`config.mk`:
```
export PLATFORM = sky130hd
export DESIGN_NAME = uart_itcm_loader
export DESIGN_NICKNAME = d
export VERILOG_FILES = /design/src/rtl/loader_pkg.sv /design/src/rtl/loader_timeout.sv /design/src/rtl/uart_itcm_loader.sv
export SDC_FILE = /design/constraint.sdc
export NUM_CORES = 1
export LEC_CHECK = 0
export ABC_CLOCK_PERIOD_IN_PS = 6600
export CORE_MARGIN = 2
export CORE_UTILIZATION = 50
export DETAILED_ROUTE_END_ITERATION = 8
export PLACE_DENSITY = 0.72
export SLEW_MARGIN = 20
export SYNTH_ARGS = -nofsm -noshare
export SYNTH_HDL_FRONTEND = slang
export SYNTH_SLANG_ARGS = --single-unit
```
`constraint.sdc`:
```
create_clock -name clk_in -period 6.6 [get_ports clk_in]
set_input_delay 0.66 -clock clk_in [delete_from_list [all_inputs] [get_ports clk_in]]
set_output_delay 0.66 -clock clk_in [all_outputs]
set_load 0.02 [all_outputs]
```
`src/rtl/loader_pkg.sv`:
```
// loader_pkg: shared FSM encoding and default frame marker for the ITCM loader
package loader_pkg;
  typedef enum logic [2:0] {S_IDLE, S_LEN_L, S_LEN_H, S_DATA, S_CHK, S_DONE, S_ERR} state_t;
  localparam logic [7:0] SYNC_DEFAULT = 8'hA5;
endpackage

```
`src/rtl/loader_timeout.sv`:
```
// loader_timeout: saturating inter-byte gap timer; run enables counting, kick restarts, expired at TIMEOUT_CYCLES-1
module loader_timeout #(
  parameter int unsigned TIMEOUT_CYCLES = 500_000
) (
  input  logic clk_in,
  input  logic rst_in,
  input  logic run,
  input  logic kick,
  output logic expired
);
  localparam int W = $clog2(TIMEOUT_CYCLES + 1);
  localparam logic [W-1:0] LAST = W'(TIMEOUT_CYCLES - 1);
  logic [W-1:0] cnt_q, cnt_d;
  assign expired = run && cnt_q == LAST;
  always_comb cnt_d = (!run || kick) ? '0 : (cnt_q == LAST ? cnt_q : cnt_q + W'(1));
  always_ff @(posedge clk_in or posedge rst_in)
    if (rst_in) cnt_q <= '0;
    else cnt_q <= cnt_d;
endmodule

```
`src/rtl/uart_itcm_loader.sv`:
```
// uart_itcm_loader: receives a sync/length/payload/xor-checksum frame over UART bytes and writes it into ITCM
// ports: clk_in/rst_in, rx_valid/rx_data byte strobe in, itcm_addr/itcm_data/itcm_wren write port, core_rst_n/load_done/load_err status
module uart_itcm_loader
  import loader_pkg::*;
#(
  parameter int          ADDR_WIDTH     = 12,
  parameter logic [7:0]  SYNC_BYTE      = SYNC_DEFAULT,
  parameter int unsigned TIMEOUT_CYCLES = 500_000
) (
  input  logic                  clk_in,
  input  logic                  rst_in,
  input  logic                  rx_valid,
  input  logic [7:0]            rx_data,
  output logic [ADDR_WIDTH-1:0] itcm_addr,
  output logic [31:0]           itcm_data,
  output logic                  itcm_wren,
  output logic                  core_rst_n,
  output logic                  load_done,
  output logic                  load_err
);
  state_t state_q, state_d;
  logic [15:0] len_q, len_d;
  logic [1:0] bcnt_q, bcnt_d;
  logic [23:0] buf_q, buf_d;
  logic [7:0] chk_q, chk_d;
  logic [ADDR_WIDTH-1:0] addr_q, addr_d;
  logic [31:0] data_q, data_d;
  logic wren_q, wren_d;
  logic active, expired;
  logic [15:0] len_v;
  assign active = state_q inside {S_LEN_L, S_LEN_H, S_DATA, S_CHK};
  assign len_v = {rx_data, len_q[7:0]};
  loader_timeout #(.TIMEOUT_CYCLES(TIMEOUT_CYCLES)) u_timeout (
    .clk_in(clk_in), .rst_in(rst_in), .run(active), .kick(rx_valid), .expired(expired)
  );
  always_comb begin
    state_d = state_q;
    len_d = len_q;
    bcnt_d = bcnt_q;
    buf_d = buf_q;
    chk_d = chk_q;
    data_d = data_q;
    wren_d = 1'b0;
    // the address advances the cycle after each write so it is stable during the pulse
    addr_d = wren_q ? addr_q + ADDR_WIDTH'(1) : addr_q;
    case (state_q)
      S_IDLE, S_ERR:
        if (rx_valid && rx_data == SYNC_BYTE) begin
          state_d = S_LEN_L;
          addr_d = '0;
          chk_d = '0;
          bcnt_d = '0;
        end
      S_LEN_L:
        if (rx_valid) begin
          len_d = {8'h00, rx_data};
          state_d = S_LEN_H;
        end else if (expired) state_d = S_ERR;
      S_LEN_H:
        if (rx_valid) begin
          len_d = len_v;
          state_d = len_v == 16'd0 ? S_CHK :
                    {16'd0, len_v} > (32'd1 << ADDR_WIDTH) ? S_ERR : S_DATA;
        end else if (expired) state_d = S_ERR;
      S_DATA:
        if (rx_valid) begin
          chk_d = chk_q ^ rx_data;
          bcnt_d = bcnt_q + 2'd1;
          buf_d = {rx_data, buf_q[23:8]};
          if (bcnt_q == 2'd3) begin
            data_d = {rx_data, buf_q};
            wren_d = 1'b1;
            len_d = len_q - 16'd1;
            state_d = len_q == 16'd1 ? S_CHK : S_DATA;
          end
        end else if (expired) state_d = S_ERR;
      S_CHK:
        if (rx_valid) state_d = rx_data == chk_q ? S_DONE : S_ERR;
        else if (expired) state_d = S_ERR;
      default: state_d = state_q;
    endcase
  end
  always_ff @(posedge clk_in or posedge rst_in)
    if (rst_in) begin
      state_q <= S_IDLE;
      len_q <= '0;
      bcnt_q <= '0;
      buf_q <= '0;
      chk_q <= '0;
      addr_q <= '0;
      data_q <= '0;
      wren_q <= 1'b0;
    end else begin
      state_q <= state_d;
      len_q <= len_d;
      bcnt_q <= bcnt_d;
      buf_q <= buf_d;
      chk_q <= chk_d;
      addr_q <= addr_d;
      data_q <= data_d;
      wren_q <= wren_d;
    end
  assign itcm_addr = addr_q;
  assign itcm_data = data_q;
  assign itcm_wren = wren_q;
  assign core_rst_n = state_q == S_DONE;
  assign load_done = state_q == S_DONE;
  assign load_err = state_q == S_ERR;
endmodule

```
==> impl_metrics.csv <==
group,metric,value,unit
setup_path,critPathLaunchType,"primary input",
setup_path,reg2reg_depth,7,
run,timing.max_cap.violations,0,
grt,met1_usage,30.2,%
clock_tree,htreeDepth,4,
yosys,synth_edf_count,0,
clock_tree,cts_hold_buf,0,
detailed_routing,ant_nets,0,
clock_tree,cts-root-buf,"clkbuf_16",
timing,timing_hold_violations_final,0,
setup_path,critPathMaxStageDelay,880,ps
timing,whs,475,ps
yosys,ys_types,57,
placement,io_buffers,58,
detailed_routing,drt-total-wl,12100,um
yosys,synth_seq_cells,117,
timing,max_slew.worst_pin.slew,976,ps
yosys,yosysTopAreaCellShare,51.8,%
clock_tree,cts_tree,"yes",
setup_path,worstPathMaxFanout,17,
cells_and_area,fill_cells,894,
grt,top_usage_layer,"met2",
yosys,syn-num-nets,592,
setup_path,r2r_slack,3760,ps
yosys,synth_flop_cell,"dfrtp_1",
setup_path,critPathRequiredTime,6900,ps
pwr,peakVddDrop,0.218,mV
outcome,status,"completed",
timing,finalCritPeriodShare,48.5,%
yosys,ys_top_cells_by_area,"dfrtp_1 52%, nand2_1 6.9%, mux2_2 6.4%, nor2_1 3.5%, xor2_1 3.3%",
timing,slew_headroom,34.8,%
setup_path,critPathArrivalTime,3500,ps
grt,antenna_found_initial,0,
setup_path,worstReg2RegStart,"state_q[0]",
grt,grt_pass1_wl,20300,um
floorplanning,dieArea,0.0122,sq mm
detailed_routing,wl_per_cell,15.6,um
setup_path,critPathSlowestCell,"clkdlybuf4s50_1",
grt,use_met3,5.70,%
timing,skew,9.63,ps
worst_hold_path,worst_hold_path_type,"flip-flop to flip-flop",
yosys,synthAdderAreaFrac,1.11,%
detailed_routing,drc,0,
clock_tree,clk_pin_slew,50,ps
floorplanning,dieHeight,110,um
timing,final-setup-viol-count,0,
worst_hold_path,whs_path_depth,2,
yosys,yosysSeqAreaShare,51.8,%
timing,post-route-min-period,3200,ps
floorplanning,design.core.area,0.0109,sq mm
floorplanning,fp-row-count,38,
cells_and_area,drive_above_1_share,12.4,%
setup_path,cp_cell_sequence,"clkdlybuf4s50_1 -> nand2_1 -> or4_4 -> nor4_4 -> nor2_2 -> a22o_1",
clock_tree,post-cts-setup-buffer-count,0,
yosys,synth_mux_area_share,7.08,%
grt,grt_max_degree,69,
worst_hold_path,hold_path_end,"buf_q[7]",
cells_and_area,final_cell_mix,"117 x dfrtp_1, 104 x nand2_1, 58 x clkdlybuf4s50_1",
setup_path,crit_type,"primary input to flip-flop",
worst_hold_path,holdCritStartpoint,"buf_q[7]",
yosys,async_flop_share,100,%
grt,grt_overflow,0,
timing,clock.fmax,0.313,GHz
grt,grtUsageMet2,32.8,%
timing,fin_tns_setup,0,ps
detailed_routing,drtPass1Iterations,5,
floorplanning,pin_count,59,
cells_and_area,register_area,0.00293,sq mm
yosys,yosysWarnings,0,
setup_path,r2r-end,"itcm_data[28]",
clock_tree,postCtsResizedCells,0,
clock_tree,clk_path_buf_depth,2,
cells_and_area,syn_to_final_growth,21.1,%
clock_tree,clock-sinks,117,
yosys,synth_compound_area_share,10.6,%
clock_tree,cts_buffers,17,
pwr,power.density,435,mW/mm^2
cells_and_area,num_antenna_cells,0,
grt,grt_pass1_vias,4162,
detailed_routing,num_vias,4407,
pwr,leakagePower,0.00304,uW
cells_and_area,fin_nets,641,
yosys,synth-simple-area-share,21.0,%
clock_tree,clkLatencyLatePin,420,ps
yosys,yosys.area.top_type,"dfrtp_1",
timing,rsz0062_at_grt,"false",
placement,dp_hpwl,8000,um
placement,globalplace.congestion,0.883,
timing,finalMaxSlewViolations,0,
yosys,avgSynthCellArea,9.82,sq um
floorplanning,initial_core_util,51.7,%
detailed_routing,initialDrtViolationCount,350,
setup_path,worstSetupEndpointType,"flip-flop",
yosys,syn-cell-area,0.00565,sq mm
yosys,synth_top_family_by_area,"simple AND/OR/NAND/NOR gates",
floorplanning,die_w,110,um
grt,grt_usage,21.9,%
cells_and_area,multi_input_area,0.00252,sq mm
detailed_routing,vias_per_cell,5.66,
cells_and_area,layout_commonest_cell,"dfrtp_1",
yosys,synthCells,576,
yosys,synth_xor_area_share,4.80,%
-- final cells by class --
cell class,count,share of cell area [%]
Tap cell,140,2.56
Clock buffer,20,6.67
Inverter,14,0.804
Clock inverter,12,1.54
Timing Repair Buffer,61,8.81
Multi-Input combinational cell,414,36.9
Sequential cell,117,42.8
-- cell families after synthesis --
| logic type | count (synthesis) |
|---|---|
| mux | 36 |
| buf+inv | 45 |
| fa+ha+maj | 5 |
| flops | 117 |
| simple gates | 244 |
| xor+xnor | 31 |
| compound gates | 98 |
-- per-stage QoR --
stage / setup WS (ps) / area [sq um] / power (uW) / std cells / util [%]
after floorplan: 2840 / 5650 / 1770 / 576 / -
after CTS: 3420 / 6850 / 2990 / 778 / 62.6
after global placement: 3020 / 6280 / 2080 / 746 / 57.5
after detailed placement: 2960 / 6280 / 2110 / 746 / 57.5
final: 3400 / 6850 / 2980 / 778 / 62.6
after global routing: 3210 / 6850 / 3170 / 778 / 62.6
-- cells in the mapped netlist (all sizes together), types with 3 or more instances --
| library cell | number |
|---|---|
| dfrtp | 117 |
| ha | 5 |
| and3 | 4 |
| nand4 | 10 |
| xnor2 | 10 |
| nor3 | 14 |
| o22ai | 3 |
| nor2b | 16 |
| or4 | 3 |
| a21oi | 24 |
| a31oi | 4 |
| and4 | 4 |
| nand2b | 3 |
| nand3 | 6 |
| o21ai | 39 |
| buf | 13 |
| mux2i | 4 |
| xor2 | 21 |
| a22oi | 9 |
| nand2 | 104 |
| a41oi | 3 |
| nor4 | 11 |
| inv | 14 |
| nor2 | 54 |
| or3 | 3 |
| and2 | 3 |
| clkbuf | 18 |
| mux2 | 32 |
-- routing by layer --
layer / part of all wire [%] / wire length (um) / vias to the layer above
li1: - / - / 2102
met5: 0 / 0 / -
met2: 46 / 5590 / 155
met3: 5.8 / 703 / 28
met4: 2.0 / 240 / 0
met1: 46 / 5600 / 2122
-- power breakdown --
group	internal [uW]	leakage (uW)	switching, uW
Combinational	421	0.00126	529
Sequential	941	0.00151	219
Clock	535	0.000264	331
-- critical path: cells and delay by family --
| family | cells | cell delay, ps |
|---|---|---|
| compound gates | 1 | 280 |
| buf+inv | 1 | 880 |
| simple gates | 4 | 1670 |
-- worst max path at each step --
stage,startpoint,end,depth (start not counted)
2_1_floorplan,rst_in,bcnt_q[0],1
3_3_place_gp,rx_valid,chk_q[2],6
6_report,rx_valid,chk_q[2],6
3_5_place_dp,rx_valid,chk_q[2],6
4_1_cts,rx_valid,chk_q[2],6
5_1_grt,rx_valid,chk_q[2],6
-- flip-flops by register name, indices dropped and copies added (netlist names) --
| signal | cells |
|---|---|
| u_timeout.cnt_q | 19 |
| state_q | 3 |
| itcm_addr | 12 |
| itcm_data | 32 |
| chk_q | 8 |
| itcm_wren | 1 |
| buf_q | 24 |
| bcnt_q | 2 |
| len_q | 16 |
No activity file was read; power rests on OpenSTA's default activity.
